**src/rtl/div_radix2_seq_pkg.sv**
```systemverilog
// +----------------------------------------------------------------------------+
// | div_radix2_seq_pkg : shared width default and FSM state encoding            |
// | Revision 1.0                                                                |
// +----------------------------------------------------------------------------+
`default_nettype none

package div_radix2_seq_pkg;

  localparam int DIV_WIDTH = 32;

  typedef enum logic [1:0] {
    DIV_IDLE = 2'd0,
    DIV_CALC = 2'd1,
    DIV_DONE = 2'd2
  } div_state_e;

endpackage

`default_nettype wire

```
**src/rtl/div_radix2_seq_if.sv**
```systemverilog
// +----------------------------------------------------------------------------+
// | div_radix2_seq_if : divide start/ready handshake between EX control and     |
// | the divider. Revision 1.0                                                   |
// +----------------------------------------------------------------------------+
`default_nettype none

interface div_radix2_seq_if #(
  parameter int WIDTH = 32
);

  logic                 start;
  logic                 signed_div;
  logic [WIDTH-1:0]     opa;
  logic [WIDTH-1:0]     opb;
  logic                 annul;
  logic                 ready;
  logic [2*WIDTH-1:0]   result;

  modport master (
    output start, signed_div, opa, opb, annul,
    input  ready, result
  );

  modport slave (
    input  start, signed_div, opa, opb, annul,
    output ready, result
  );

endinterface

`default_nettype wire

```
**src/rtl/div_radix2_seq_sign_fix.sv**
```systemverilog
// +----------------------------------------------------------------------------+
// | div_sign_fix : conditional two's-complement negate (abs / sign fixup)       |
// | Revision 1.0                                                                |
// +----------------------------------------------------------------------------+
`default_nettype none

module div_sign_fix
  import div_radix2_seq_pkg::*;
#(
  parameter int WIDTH = DIV_WIDTH
) (
  input  logic             neg,
  input  logic [WIDTH-1:0] din,
  output logic [WIDTH-1:0] dout
);

  assign dout = neg ? (~din + WIDTH'(1)) : din;

endmodule

`default_nettype wire

```
**src/rtl/div_radix2_seq.sv**
```systemverilog
// +----------------------------------------------------------------------------+
// | div_radix2_seq : multi-cycle restoring radix-2 divider, {rem, quo} result.  |
// | Optional macro DIV_FAST_ZERO_EN: zero divisor completes in one cycle.       |
// | Revision 1.0                                                                |
// +----------------------------------------------------------------------------+
`default_nettype none

module div_radix2_seq
  import div_radix2_seq_pkg::*;
#(
  parameter int WIDTH = DIV_WIDTH
) (
  input  logic             clk,
  input  logic             rst,
  div_radix2_seq_if.slave  bus
);

  localparam int            CNT_W = $clog2(WIDTH + 1);
  localparam logic [CNT_W-1:0] LAST_STEP = CNT_W'(WIDTH - 1);

  div_state_e             state_q, state_d;
  logic [CNT_W-1:0]       cnt_q, cnt_d;
  logic [WIDTH-1:0]       rem_q, rem_d;
  logic [WIDTH-1:0]       dvd_q, dvd_d;
  logic [WIDTH-1:0]       dvs_q, dvs_d;
  logic                   sign_q_q, sign_q_d;
  logic                   sign_r_q, sign_r_d;
  logic                   ready_q, ready_d;
  logic [2*WIDTH-1:0]     result_q, result_d;

  logic                   neg_a, neg_b;
  logic [WIDTH-1:0]       abs_a, abs_b;
  logic [WIDTH:0]         shifted;
  logic [WIDTH+1:0]       trial;
  logic                   borrow;
  logic [WIDTH-1:0]       rem_step, quo_step;
  logic [WIDTH-1:0]       fix_rem, fix_quo;

  assign neg_a = bus.signed_div & bus.opa[WIDTH-1];
  assign neg_b = bus.signed_div & bus.opb[WIDTH-1];

  div_sign_fix #(.WIDTH(WIDTH)) u_abs_a (.neg(neg_a), .din(bus.opa), .dout(abs_a));
  div_sign_fix #(.WIDTH(WIDTH)) u_abs_b (.neg(neg_b), .din(bus.opb), .dout(abs_b));

  // One restoring step: the extra top bit of trial is the borrow of the
  // WIDTH+1-bit subtract of the divisor from the shifted partial remainder.
  always_comb begin
    shifted  = {rem_q, dvd_q[WIDTH-1]};
    trial    = {1'b0, shifted} - {2'b00, dvs_q};
    borrow   = trial[WIDTH+1];
    rem_step = WIDTH'(borrow ? {1'b0, shifted} : trial);
    quo_step = {dvd_q[WIDTH-2:0], ~borrow};
  end

  div_sign_fix #(.WIDTH(WIDTH)) u_fix_rem (.neg(sign_r_q), .din(rem_step), .dout(fix_rem));
  div_sign_fix #(.WIDTH(WIDTH)) u_fix_quo (.neg(sign_q_q), .din(quo_step), .dout(fix_quo));

  always_comb begin
    state_d  = state_q;
    cnt_d    = cnt_q;
    rem_d    = rem_q;
    dvd_d    = dvd_q;
    dvs_d    = dvs_q;
    sign_q_d = sign_q_q;
    sign_r_d = sign_r_q;
    ready_d  = 1'b0;
    result_d = result_q;

    case (state_q)
      DIV_IDLE: begin
        if (bus.start) begin
          dvd_d    = abs_a;
          dvs_d    = abs_b;
          rem_d    = '0;
          cnt_d    = '0;
          sign_q_d = bus.signed_div & (bus.opa[WIDTH-1] ^ bus.opb[WIDTH-1]);
          sign_r_d = neg_a;
          state_d  = DIV_CALC;
`ifdef DIV_FAST_ZERO_EN
          if (bus.opb == '0) begin
            state_d  = DIV_DONE;
            ready_d  = 1'b1;
            result_d = {bus.opa, {WIDTH{1'b1}}};
          end
`endif
        end
      end

      DIV_CALC: begin
        rem_d = rem_step;
        dvd_d = quo_step;
        cnt_d = cnt_q + CNT_W'(1);
        if (cnt_q == LAST_STEP) begin
          state_d  = DIV_DONE;
          ready_d  = 1'b1;
          result_d = {fix_rem, fix_quo};
        end
      end

      DIV_DONE: state_d = DIV_IDLE;

      default:  state_d = DIV_IDLE;
    endcase

    // A flush wins over everything, including a start or a final step.
    if (bus.annul) begin
      state_d  = DIV_IDLE;
      ready_d  = 1'b0;
      result_d = result_q;
    end
  end

  always_ff @(posedge clk) begin
    if (rst) begin
      state_q  <= DIV_IDLE;
      cnt_q    <= '0;
      rem_q    <= '0;
      dvd_q    <= '0;
      dvs_q    <= '0;
      sign_q_q <= 1'b0;
      sign_r_q <= 1'b0;
      ready_q  <= 1'b0;
      result_q <= '0;
    end else begin
      state_q  <= state_d;
      cnt_q    <= cnt_d;
      rem_q    <= rem_d;
      dvd_q    <= dvd_d;
      dvs_q    <= dvs_d;
      sign_q_q <= sign_q_d;
      sign_r_q <= sign_r_d;
      ready_q  <= ready_d;
      result_q <= result_d;
    end
  end

  assign bus.ready  = ready_q;
  assign bus.result = result_q;

endmodule

`default_nettype wire

```
**src/flat_wrapper.sv**
```systemverilog
// flat-port wrapper written by rule: the top's interface ports become plain ports
module div_radix2_seq_flat import div_radix2_seq_pkg::*;
#(
  parameter int WIDTH = DIV_WIDTH
)
  (clk, rst, bus_start, bus_signed_div, bus_opa, bus_opb, bus_annul, bus_ready, bus_result);
  div_radix2_seq_if #(.WIDTH(WIDTH)) bus_i ();
  input  logic clk;
  input  logic rst;
  input wire logic [$bits(bus_i.start)-1:0] bus_start;
  input wire logic [$bits(bus_i.signed_div)-1:0] bus_signed_div;
  input wire logic [$bits(bus_i.opa)-1:0] bus_opa;
  input wire logic [$bits(bus_i.opb)-1:0] bus_opb;
  input wire logic [$bits(bus_i.annul)-1:0] bus_annul;
  output wire logic [$bits(bus_i.ready)-1:0] bus_ready;
  output wire logic [$bits(bus_i.result)-1:0] bus_result;
  assign bus_i.start = bus_start;
  assign bus_i.signed_div = bus_signed_div;
  assign bus_i.opa = bus_opa;
  assign bus_i.opb = bus_opb;
  assign bus_i.annul = bus_annul;
  assign bus_ready = bus_i.ready;
  assign bus_result = bus_i.result;
  div_radix2_seq #(.WIDTH(WIDTH)) u_core (.clk(clk), .rst(rst), .bus(bus_i));
endmodule
```
**config.mk**
```make
export PLATFORM = sky130hd
export DESIGN_NAME = div_radix2_seq_flat
export DESIGN_NICKNAME = d
export VERILOG_FILES = /design/src/rtl/div_radix2_seq_pkg.sv /design/src/rtl/div_radix2_seq_if.sv /design/src/rtl/div_radix2_seq_sign_fix.sv /design/src/rtl/div_radix2_seq.sv /design/src/flat_wrapper.sv
export SDC_FILE = /design/constraint.sdc
export NUM_CORES = 1
export LEC_CHECK = 0
export CORE_MARGIN = 2
export CORE_UTILIZATION = 35
export DETAILED_ROUTE_END_ITERATION = 8
export HOLD_SLACK_MARGIN = 0.15
export PLACE_DENSITY = 0.6
export SETUP_SLACK_MARGIN = 0.5
export SYNTH_ARGS = -nofsm -noshare
export SYNTH_HDL_FRONTEND = slang
export SYNTH_SLANG_ARGS = --single-unit
```
**constraint.sdc**
```tcl
create_clock -name clk -period 7 [get_ports clk]
set_input_delay 1.4 -clock clk [delete_from_list [all_inputs] [get_ports clk]]
set_output_delay 1.4 -clock clk [all_outputs]
set_load 0.1 [all_outputs]
```
Yosys cells after proc, flatten, opt, wreduce, memory -nomap -nowiden. Index checks and enable logic that the tools add are counted.

Register bits: 171.

Mux-type cells: 15. Equality and inequality tests: 4. Bitwise operators: 11. Reductions and logical operators: 8. Add/subtract/negate cells: 6.

Operators by type and width (count): $mux W32 (7); $add A32 B1 Y32 const B (4); $not A32 Y32 (4); $pmux W32 S2 (2); $sub A33 B32 Y34 (1); $pmux W6 S2 (1); $add A6 B1 Y6 const B (1); $eq A6 B5 Y1 const B (1); $mux W6 (1); $reduce_and A2 Y1 (3); $mux W2 (2); $pmux W2 S2 (1); $and A1 B1 Y1 (3); $not A1 Y1 (3); $reduce_and A3 Y1 (1); $reduce_or A3 Y1 (1); $eq A2 B1 Y1 const B (1); $logic_not A2 Y1 (1); $ne A2 B1 Y1 const B (1); $ne A2 B2 Y1 const B (1); $reduce_bool A2 Y1 (1); $reduce_or A2 Y1 (1); $mux W1 (1); $xor A1 B1 Y1 (1).

Depth between registers and ports, before layout. Gate-level depths: netlist (run 1).

Word-level depth: 5. Gate-level depth with buffers: 24. Gate-level depth less buffers: 19.

By module. Synthesis (run 1) repeated with hierarchy kept, for this count alone.

Cells, all modules: 1438. Area total of the unflattened synthesis: 11183.2 um^2.

By module, submodules not included: div_radix2_seq (seq. area each 3423.3 um^2, cells each 1042, instances 1, area each 8075.2 um^2); div_sign_fix (seq. area each 0.0 um^2, cells each 99, instances 4, area each 777.0 um^2).

Worst setup path after synthesis (run 1). Ideal clock, no wire load.

Path kind: register to register. From: reg u_core.dvs_q[16]. To: reg u_core.result_q[62], in the netlist u_core.bus.result[62]. Arrival time: 4.733 ns. Setup slack: 2.144 ns. Required time: 6.877 ns. Cell stages (with the launch flop): 23. Cell sequence: dfxtp_1 > inv_1 > ha_1 > buf_2 > nand4_1 > nor3_2 > o211ai_2 > a2111o_1 > nand2_1 > buf_4 > buf_2 > buf_1 > mux2i_1 > ha_1 > nor3b_1 > nand2_1 > nor3_1 > a41oi_1 > or4_1 > buf_2 > o41ai_2 > xor2_1 > o21ai_1.

Cells in the longest elaborated chain, start to end: 5.

Ends and longest elaborated chain: start, declared (line div_radix2_seq.sv:25) `logic [WIDTH-1:0] dvs_q, dvs_d;`; start signal, assigned (line div_radix2_seq.sv:129) `dvs_q <= dvs_d;`; $sub A33 B32 Y34 (*) (line div_radix2_seq.sv:49) `trial = {1'b0, shifted} - {2'b00, dvs_q};`; $mux W32 (*) (line div_radix2_seq.sv:51) `rem_step = WIDTH'(borrow ? {1'b0, shifted} : trial);`; $not A32 Y32 (line div_radix2_seq_sign_fix.sv:17) `assign dout = neg ? (~din + WIDTH'(1)) : din;`; $add A32 B1 Y32 (line div_radix2_seq_sign_fix.sv:17); $mux W32 (*) (line div_radix2_seq_sign_fix.sv:17); end signal, assigned (line div_radix2_seq.sv:133) `result_q <= result_d;`; end, declared (line div_radix2_seq.sv:29) `logic [2*WIDTH-1:0] result_q, result_d;`.

Every way passes the cells marked *; elsewhere a longest branch is shown, timed or not. A chain may end at the register's enable or synchronous reset.

Worst setup path in the final report (run 1).
From: reg u_core.dvs_q[20]. To: reg u_core.result_q[62], in the netlist u_core.bus.result[62].

Same word-level chain as after synthesis.

==> flow_summary_export.csv, run 1 <==
group,metric,value,unit
timing,finalSetupTns,0,ns
synth,synthAdderAreaFrac,4.17,%
synth,netlist_instances,1555,
synth,synth_top_cell_area_share,29.5,%
setup_path,worstSetupEndpointType,"register",
cts,cts_buffer_depth,2,
cts,htree_levels,4,
power,ir_drop,0.165,mV
synth,synth_compound_area_share,27.7,%
synth,synth_xor_xnor_area_share,8.39,%
setup_path,crit_type,"reg -> reg",
timing,fin_worst_skew,0.0165,ns
global_route,gr-total-overflow,0,
cts,ctsHoldBuffers,0,
timing,finalHoldViolations,0,
synth,synthesis.area,11600,µm²
floorplanning,core,32500,µm²
power,switching_share,31.4,%
detailed_routing,ant_nets,0,
global_route,grt_first_pass_wirelength,61900,µm
power,power_switching,797,µW
timing,setup-violations-final,0,
detailed_routing,post_drt_wl_per_cell,19.0,µm
power,power_density,183,nW/µm²
cts,cts_tree,"done",
place,place_inst,2047,
floorplanning,start_util,35.6,%
setup_path,crit_required,7.33,ns
synth,synth_most_common_cell,"nor2_1",
flow_run,drv_cap,0,
timing,relSlewSlack,25.2,%
floorplanning,pin_count,134,
timing,drv_slew,0,
place,finalWeightedCongestion,0.905,
cts,numCtsBuffers,17,
setup_path,startpoint_type,"register",
detailed_routing,drt_wl_total,39500,µm
cts,cts_root_buf,"clkbuf_16",
cts,clkTransAtPathRegs,0.08,ns
detailed_routing,drtPass1Iterations,8,
detailed_routing,vias,11900,
synth,yosys.area_share.simple,23.1,%
synth,synth-seq-cells,171,
global_route,track_usage,23.0,%
cts,cts_setup_buffers,0,
synth,muxShareOfSynthArea,1.96,%
run_status,status,"completed",
synth,yosysTopAreaCell,"dfxtp_1",
place,hpwl,29500,µm
floorplanning,placementRows,66,
synth,synthFlopType,"dfxtp_1",
floorplanning,die_y,186,µm
timing,finalCriticalPeriod,5.38,ns
power,p_int,1.74,mW
timing,rsz0062_at_grt,"no",
synth,synth.avg_cell_area,7.45,µm²
final_layout,syn_to_final_growth,19.4,%
power,p_leak,4.94,nW
final_layout,fin_cells,2079,
final_layout,fin_nets,1731,
synth,ys_top_cells_by_count,"181 x nor2_1, 180 x nand2_1, 171 x dfxtp_1",
floorplanning,dieArea,34600,µm²
synth,seq_area_frac_synth,29.5,%
power,pwr-share-comb,19.6,%
min_path,hold_class,"reg -> reg",
synth,syn_nets,1662,
synth,synth_top_family_by_area,"compound AO/OA/AOI/OAI gates",
timing,fmax,186,MHz
final_layout,insertedDiodeCount,0,
synth,synthTopCellsByArea,"dfxtp_1 30%, a21oi_1 6.3%, nor2_1 5.9%",
floorplanning,fp.dieW,186,µm
setup_path,cp.arrival,5.71,ns
global_route,grt_max_degree,81,
global_route,first_global_vias,11000,
cts,clock_latency,0.45,ns
detailed_routing,drc,0,
cts,cts_resized,0,
synth,synth-edff-count,0,
timing,tightest_slew,1.12,ns
timing,period_share,76.8,%
place,io_buffers,133,
synth,synth_cell_type_count,87,
power,clockPowerShare,39.7,%
setup_path,cp_max_fo,13,
power,seq_power_share,40.7,%
synth,yosysWarnings,0,
detailed_routing,drtIter0Drc,1004,
synth,async_reset_ff_share,0,%
global_route,antenna_found_initial,0,
detailed_routing,viasPerCell,5.73,
cts,clock-sinks,171,
final_layout,layout-drive-gt1-share,5.38,%
## metrics by stage
step	power [mW]	instance area, µm²	setup WS, ns	hold slack, ns	util (%)
global placement	1.54	13200	1.94	0.441	40.7
detailed placement	1.55	13200	1.77	0.446	40.7
global route	2.64	13800	1.22	0.469	42.5
finish	2.54	13800	1.62	0.450	42.5
CTS	2.55	13800	1.75	0.454	42.5
floorplan	1.38	11600	2.14	0.441	-
## metal layers
layer	part of all wire, %	up-vias	GRT usage [%]
met5	0	-	0
met4	1.9	0	6.30
met3	5.3	45	3.48
met2	45	382	36.2
met1	48	5659	32.4
li1	-	5825	-
## state kept, by name, indices dropped and copies added (netlist names)
name / flops
u_core.rem_q: 32
u_core.dvd_q: 32
u_core.bus.result: 64
u_core.sign_q_q: 1
u_core.bus.ready: 1
u_core.state_q: 2
u_core.cnt_q: 6
u_core.sign_r_q: 1
u_core.dvs_q: 32
## power by group through the flow
stage / Clock (mW) / Sequential, mW / Combinational (mW)
4_1_cts: 1.02 / 1.03 / 0.492
5_1_grt: 1.06 / 1.04 / 0.545
2_1_floorplan: 0 / 1.05 / 0.331
6_report: 1.01 / 1.03 / 0.498
3_5_place_dp: 0 / 1.06 / 0.490
3_3_place_gp: 0 / 1.05 / 0.490
## path summary, 6_finish.rpt
kind                    startpoint  slack (ns)                     to  cells past startpoint
min reg2reg  u_core.bus.result[43]        0.45  u_core.bus.result[43]                      2
max reg2reg       u_core.dvs_q[20]        1.62  u_core.bus.result[62]                     18
min          u_core.bus.result[43]        0.45  u_core.bus.result[43]                      2
max               u_core.dvs_q[20]        1.62  u_core.bus.result[62]                     18
## final cells by class
cell class	count	area, µm²
repair buffers	149	1460
clock buffers	19	453
fillers	3377	18700
well taps	442	553
clock inverters	13	154
multi-input cells	1232	7600
inverters	53	199
flip-flops and latches	171	3420
## layout by cell type (no fill, tap or decap), types with 12 or more instances in the layout
cell             instances
o211ai_1                12
nor3_1                  30
o41ai_1                 16
mux2i_1                 16
nand3_1                 49
or3_1                   22
buf_4                   16
a21oi_1                147
o31ai_1                 20
ha_1                    37
dfxtp_1                171
inv_1                   52
xnor2_1                 46
xor2_1                  65
nor4_1                  24
clkbuf_16               17
nand2_1                179
nor2_1                 180
a22oi_1                 32
a31oi_1                 30
and3_1                  12
clkdlybuf4s50_1        132
o21ai_0                 69
a211oi_1                66
## logic make-up (layout without fill, tap and decap cells)
kind of cell | count (synthesis) | after routing
adder cells (fa/ha/maj) | 38 | 38
XOR/XNOR | 111 | 111
multiplexers | 22 | 22
AND/OR/NAND/NOR | 576 | 576
flip-flops | 171 | 171
buffers and inverters | 152 | 234
AO/OA/AOI/OAI | 485 | 485
## worst max-delay path, cell delays in order, from the launching register on
cell      delay [ns]
dfxtp_1         0.34
inv_1           0.04
ha_1            0.43
a21oi_1         0.32
o211ai_1        0.23
a211oi_1        0.45
o21a_1          0.54
nand2_2         0.31
mux2i_1         0.31
ha_1            0.23
nor3b_1         0.28
nand2_1         0.08
nor3_1          0.15
a41oi_1         0.06
buf_4           0.20
or4_1           0.68
o41ai_2         0.37
xor2_1          0.17
o21ai_1         0.06
No activity file was read; power rests on OpenSTA's default activity.
==> inputs of run 2 (changes only) <==
--- a/config.mk
+++ b/config.mk
@@ -9,7 +9,7 @@
 export CORE_UTILIZATION = 35
 export DETAILED_ROUTE_END_ITERATION = 8
 export HOLD_SLACK_MARGIN = 0.15
-export PLACE_DENSITY = 0.6
+export PLACE_DENSITY = 0.62
 export SETUP_SLACK_MARGIN = 0.5
 export SYNTH_ARGS = -nofsm -noshare
 export SYNTH_HDL_FRONTEND = slang
==> constraint.sdc (replaced) <==
create_clock -name clk -period 4.7 [get_ports clk]
set_input_delay 0.94 -clock clk [delete_from_list [all_inputs] [get_ports clk]]
set_output_delay 0.94 -clock clk [all_outputs]
set_load 0.1 [all_outputs]
==> flow_summary_export.csv, run 2 (synthesized netlist as in run 1, its figures left out) <==
group,metric,value,unit
cts,numCtsBuffers,17,
detailed_routing,drtPass1Iterations,5,
detailed_routing,vias,12000,
power,p_leak,5.20,nW
global_route,gr-total-overflow,0,
detailed_routing,post_drt_wl_per_cell,18.6,µm
timing,finalCriticalPeriod,4.23,ns
setup_path,cp_max_fo,8,
timing,setup-violations-final,0,
place,hpwl,29400,µm
detailed_routing,viasPerCell,5.68,
final_layout,layout-drive-gt1-share,12.7,%
floorplanning,core,32500,µm²
global_route,track_usage,22.7,%
cts,cts_buffer_depth,2,
flow_run,drv_cap,0,
power,ir_drop,0.277,mV
global_route,grt_first_pass_wirelength,61500,µm
run_status,status,"completed",
setup_path,crit-reg2reg-launch,"u_core.dvs_q[14]",
setup_path,r2r_cells,17,
cts,clock-sinks,171,
timing,tightest_slew,1.11,ns
setup_path,startpoint_type,"register",
cts,htree_levels,4,
timing,period_share,90.1,%
power,p_total,3.82,mW
cts,cts_root_buf,"clkbuf_16",
min_path,min-delay-start,"u_core.bus.result[41]",
place,finalWeightedCongestion,0.918,
floorplanning,fp.dieW,186,µm
final_layout,num-fill-cells,3313,
setup_path,critPathLaunch,"u_core.dvs_q[14]",
floorplanning,dieArea,34600,µm²
floorplanning,die_y,186,µm
final_layout,ff_latch_area,3450,µm²
final_layout,fin_nets,1773,
timing,relSlewSlack,26.3,%
floorplanning,start_util,35.6,%
timing,finalSetupTns,0,ns
power,clockPowerShare,38.7,%
power,power_switching,1.29,mW
place,io_buffers,133,
global_route,first_global_vias,11200,
detailed_routing,drc,0,
place,place_inst,2069,
final_layout,layout_common_cells,"176 x nand2_1, 176 x nor2_1, 155 x dfxtp_1",
timing,drv_slew,0,
min_path,hold_class,"reg -> reg",
setup_path,r2r_slack,0.47,ns
cts,cts_tree,"done",
final_layout,multi_input_area,8040,µm²
timing,fmax,236,MHz
power,p_int,2.54,mW
setup_path,crit_required,5.03,ns
final_layout,largest_reg_flops,64,
final_layout,final_util,44.9,%
final_layout,insertedDiodeCount,0,
timing,fin_worst_skew,0.0188,ns
detailed_routing,ant_nets,0,
setup_path,cp.arrival,4.56,ns
floorplanning,pin_count,134,
power,seq_power_share,40.3,%
detailed_routing,drtIter0Drc,945,
floorplanning,placementRows,66,
global_route,grt_max_degree,96,
cts,clkTransAtPathRegs,0.08,ns
timing,rsz0062_at_grt,"yes",
timing,finalHoldViolations,0,
power,power_density,262,nW/µm²
setup_path,crit_end,"u_core.bus.result[60]",
power,switching_share,33.7,%
global_route,antenna_found_initial,0,
setup_path,worstSetupEndpointType,"register",
power,pwr-share-comb,21.0,%
cts,clock_latency,0.45,ns
detailed_routing,drt_wl_total,39400,µm
final_layout,fin_cells,2121,
final_layout,syn_to_final_growth,26.1,%
setup_path,crit_type,"reg -> reg",
setup_path,r2r-end,"u_core.bus.result[60]",
-- run 2: cell types whose count changed in the layout (fill, tap and decap cells not counted), moves of 5 or more --
cell      change
a21oi_1      -12
a21oi_2       +9
buf_4        +41
clkinv_8      +5
dfxtp_1      -16
dfxtp_2      +15
ha_1         -21
ha_2          +7
ha_4         +14
inv_1         -5
inv_2         +5
-- run 2: through the flow --
| step | setup slack, ns | hold WS (ns) | area [µm²] |
|---|---|---|---|
| after floorplan | 0.341 | 0.441 | 11700 |
| after global placement | 0.193 | 0.440 | 13500 |
| after detailed placement | 0.107 | 0.445 | 13500 |
| after CTS | 0.468 | 0.453 | 14200 |
| after global routing | 0.267 | 0.470 | 14600 |
| final | 0.465 | 0.451 | 14600 |
-- run 2: layout make-up --
class	instances	share of cell area (%)
flip-flops and latches	171	23.6
repair buffers	191	12.1
clock inverters	15	1.28
well taps	442	3.78
multi-input cells	1232	55.0
clock buffers	17	2.91
inverters	53	1.36
-- run 2: metal layers --
metal / GRT usage [%] / part of all wire [%] / vias up / wire length [µm]
li1: - / - / 5890 / -
met2: 35.8 / 45 / 385 / 17700
met3: 2.97 / 4.9 / 71 / 1920
met4: 7.24 / 2.5 / 0 / 974
met1: 31.8 / 48 / 5702 / 18700
met5: 0 / 0 / - / 0
-- run 2: timing repair --
action | 4_1_cts | 5_1_grt
gates resized for setup | 19 | 70
setup endpoints to repair | 15 | 23
pin swaps | 7 | 27
setup buffers | 2 | 18
cloned | 0 | 0
hold buffers | 0 | 0
-- run 2: worst max-delay path, cell delays in order, from the launching register on --
cell	delay (ns)
dfxtp_2	0.34
inv_2	0.05
ha_4	0.27
nand4_1	0.18
nor3_4	0.32
o211ai_4	0.12
a2111o_1	0.47
nand2_4	0.15
mux2i_4	0.30
ha_4	0.17
nor3b_4	0.18
nand2_1	0.09
nor3_2	0.19
a41oi_2	0.07
or4_4	0.61
o41ai_4	0.38
xnor2_1	0.15
o21ai_1	0.07
-- run 2: power groups by stage --
stage	logic (mW)	clock network, mW	registers [mW]
final	0.802	1.48	1.54
after global routing	0.881	1.56	1.55
after CTS	0.758	1.50	1.54
after detailed placement	0.742	0	1.57
after global placement	0.743	0	1.57
after floorplan	0.506	0	1.56
-- run 2: worst min-delay path by stage --
| stage | to | slack, ns | cells after the start |
|---|---|---|---|
| after global routing | u_core.bus.result[43] | 0.47 | 2 |
| final | u_core.bus.result[41] | 0.45 | 2 |
| after floorplan | u_core.dvs_q[0] | 0.44 | 2 |
| after detailed placement | u_core.bus.result[41] | 0.44 | 2 |
| after CTS | u_core.bus.result[41] | 0.45 | 2 |
| after global placement | u_core.bus.result[41] | 0.44 | 2 |
==> inputs of run 3 (changes only) <==
--- a/config.mk
+++ b/config.mk
@@ -5,11 +5,12 @@
 export SDC_FILE = /design/constraint.sdc
 export NUM_CORES = 1
 export LEC_CHECK = 0
+export CORE_ASPECT_RATIO = 1.5
 export CORE_MARGIN = 2
-export CORE_UTILIZATION = 35
+export CORE_UTILIZATION = 52
 export DETAILED_ROUTE_END_ITERATION = 8
 export HOLD_SLACK_MARGIN = 0.15
-export PLACE_DENSITY = 0.62
+export PLACE_DENSITY = 0.84
 export SETUP_SLACK_MARGIN = 0.5
 export SYNTH_ARGS = -nofsm -noshare
 export SYNTH_HDL_FRONTEND = slang
==> flow_summary_export.csv, run 3 (synthesized netlist as in run 1, its figures left out) <==
group,metric,value,unit
floorplanning,pin_count,134,
final_layout,layout-drive-gt1-share,11.4,%
final_layout,fin_nets,1766,
global_route,antenna_found_initial,0,
run_status,status,"finished with violations",
detailed_routing,drtIter0Drc,1077,
floorplanning,placementRows,66,
cts,clock-sinks,171,
power,power_switching,1.19,mW
setup_path,critPathMaxStageDelay,0.59,ns
cts,numCtsBuffers,17,
final_layout,layout_common_cells,"176 x nor2_1, 173 x nand2_1, 157 x dfxtp_1",
final_layout,insertedDiodeCount,0,
detailed_routing,ant_nets,0,
cts,clock_latency,0.45,ns
global_route,first_global_vias,11800,
timing,finalCriticalPeriod,4.15,ns
final_layout,final_cell_area,14300,µm²
timing,relSlewSlack,16.7,%
power,power_density,259,nW/µm²
setup_path,cp_common_cell,"nor3_4",
global_route,gr-total-overflow,0,
detailed_routing,drt_wl_total,39100,µm
timing,period_share,88.3,%
timing,finalSetupTns,0,ns
cts,cts_tree,"done",
power,pwr-share-comb,22.0,%
timing,drv_slew,0,
global_route,grt_max_degree,105,
floorplanning,dieArea,23500,µm²
timing,fmax,241,MHz
setup_path,crit-reg2reg-launch,"u_core.rem_q[14]",
setup_path,worstSetupEndpointType,"register",
setup_path,critPathSlowestCell,"or4_4",
setup_path,crit_path_cell_trace,"ha_4 -> nand4_1 -> nor3_4 -> o211ai_2 -> a2111o_1 -> nand2_4 -> mux2i_2 -> ha_2 -> nor3b_4 -> nand2_2 -> nor3_4 -> a41oi_2 -> or4_4 -> o41ai_4 -> xor2_1 -> o21ai_1",
setup_path,cp.arrival,4.49,ns
floorplanning,fp.dieW,126,µm
power,clockPowerShare,36.5,%
setup_path,r2r-end,"u_core.bus.result[62]",
final_layout,syn_to_final_growth,23.5,%
timing,tightest_slew,1.25,ns
timing,fin_worst_skew,0.0148,ns
place,hpwl,28800,µm
min_path,whs_endpoint,"u_core.bus.result[56]",
timing,setup_ws,0.552,ns
setup_path,r2r_slack,0.55,ns
cts,htree_levels,4,
place,finalWeightedCongestion,1.01,
detailed_routing,vias,12400,
floorplanning,core,21800,µm²
min_path,min-delay-start,"u_core.bus.result[56]",
detailed_routing,post_drt_wl_per_cell,20.1,µm
detailed_routing,drtPass1Iterations,9,
final_layout,num-fill-cells,1889,
global_route,track_usage,32.2,%
timing,setup-violations-final,0,
place,io_buffers,133,
timing,rsz0062_at_grt,"yes",
power,seq_power_share,41.5,%
floorplanning,die_y,187,µm
place,placedInstanceArea,13200,µm²
run_status,violations,"design-rule violations",
floorplanning,start_util,53.2,%
place,dp_slack,0.105,ns
min_path,hold_class,"reg -> reg",
detailed_routing,viasPerCell,6.39,
setup_path,r2r_cells,16,
cts,clkTransAtPathRegs,0.08,ns
power,p_leak,5.14,nW
setup_path,cp_max_fo,5,
final_layout,largest_reg_flops,64,
setup_path,crit_required,5.04,ns
cts,cts_root_buf,"clkbuf_16",
global_route,grt_first_pass_wirelength,60900,µm
cts,ctsHoldBuffers,0,
power,ir_drop,0.295,mV
timing,hold_ws,0.450,ns
timing,finalHoldViolations,0,
cts,cts_buffer_depth,2,
min_path,holdPathStages,2,
power,switching_share,32.0,%
setup_path,crit_type,"reg -> reg",
detailed_routing,drc,5,
final_layout,final_common_cell,"nor2_1",
flow_run,drv_cap,0,
power,p_int,2.53,mW
setup_path,startpoint_type,"register",
-- run 3: changes by cell type in the layout (fill, tap and decap cells not counted), sizes merged --
cell,previous run,this run
clkbuf,18,21
inv,61,57
clkinv,7,3
buf,58,52
clkinvlp,0,3
-- run 3: repair_timing --
item                                    CTS  global route
pin swaps                                14            23
setup buffers                             9            11
resized for setup                        21            64
endpoints found under the setup margin   14            24
cloned                                    0             0
-- run 3: layout make-up --
type                       count  area [µm²]  area share [%]
multi-input combinational   1232        8060            56.3
sequential                   171        3450            24.1
timing repair buffer         184        1720            12.0
clock buffer                  21         460            3.22
tap                          272         340            2.38
inverter                      53         199            1.39
clock inverter                10        85.1           0.594
-- run 3: through the flow --
step                      power, mW  utilization (%)  std cells
after global routing           3.84             65.7       1943
after global placement         2.30             60.6       1892
after floorplan                2.06                -       1555
after CTS                      3.65             63.9       1932
after detailed placement       2.31             60.6       1892
final                          3.71             65.7       1943
-- run 3: per-layer routing --
layer / routed length, µm / up-vias / global-route usage [%]
li1: - / 5883 / -
met1: 14300 / 5866 / 34.4
met2: 20600 / 509 / 59.5
met3: 1650 / 159 / 3.92
met4: 2550 / 0 / 19.2
met5: 0 / - / 0
-- run 3: how the worst max path moves through the flow --
| stage | start | endpoint | slack, ns | cells past startpoint |
|---|---|---|---|---|
| 4_1_cts | u_core.dvs_q[15] | u_core.bus.result[62] | 0.45 | 17 |
| 5_1_grt | u_core.rem_q[24] | u_core.bus.result[62] | 0.35 | 16 |
| 3_3_place_gp | u_core.rem_q[15] | u_core.bus.result[60] | 0.25 | 16 |
| 6_report | u_core.rem_q[14] | u_core.bus.result[62] | 0.55 | 16 |
| 2_1_floorplan | u_core.dvs_q[13] | u_core.bus.result[60] | 0.34 | 22 |
| 3_5_place_dp | u_core.rem_q[15] | u_core.bus.result[60] | 0.10 | 16 |
-- run 3: power groups by stage --
stage,Clock (mW),Combinational [mW],Sequential (mW)
2_1_floorplan,0,0.506,1.56
3_3_place_gp,0,0.734,1.57
3_5_place_dp,0,0.742,1.57
4_1_cts,1.36,0.758,1.54
5_1_grt,1.41,0.884,1.55
6_report,1.36,0.817,1.54
-- run 3: critical path, delay by kind of cell, from the launching register on --
family / cells / cell delay, ns
and+or+nand+nor: 7 / 1.63
AOI/OAI and AO/OA: 5 / 1.13
adders and majority gates: 2 / 0.49
DFF: 1 / 0.38
muxes: 1 / 0.25
xor gates and xnor gates: 1 / 0.17
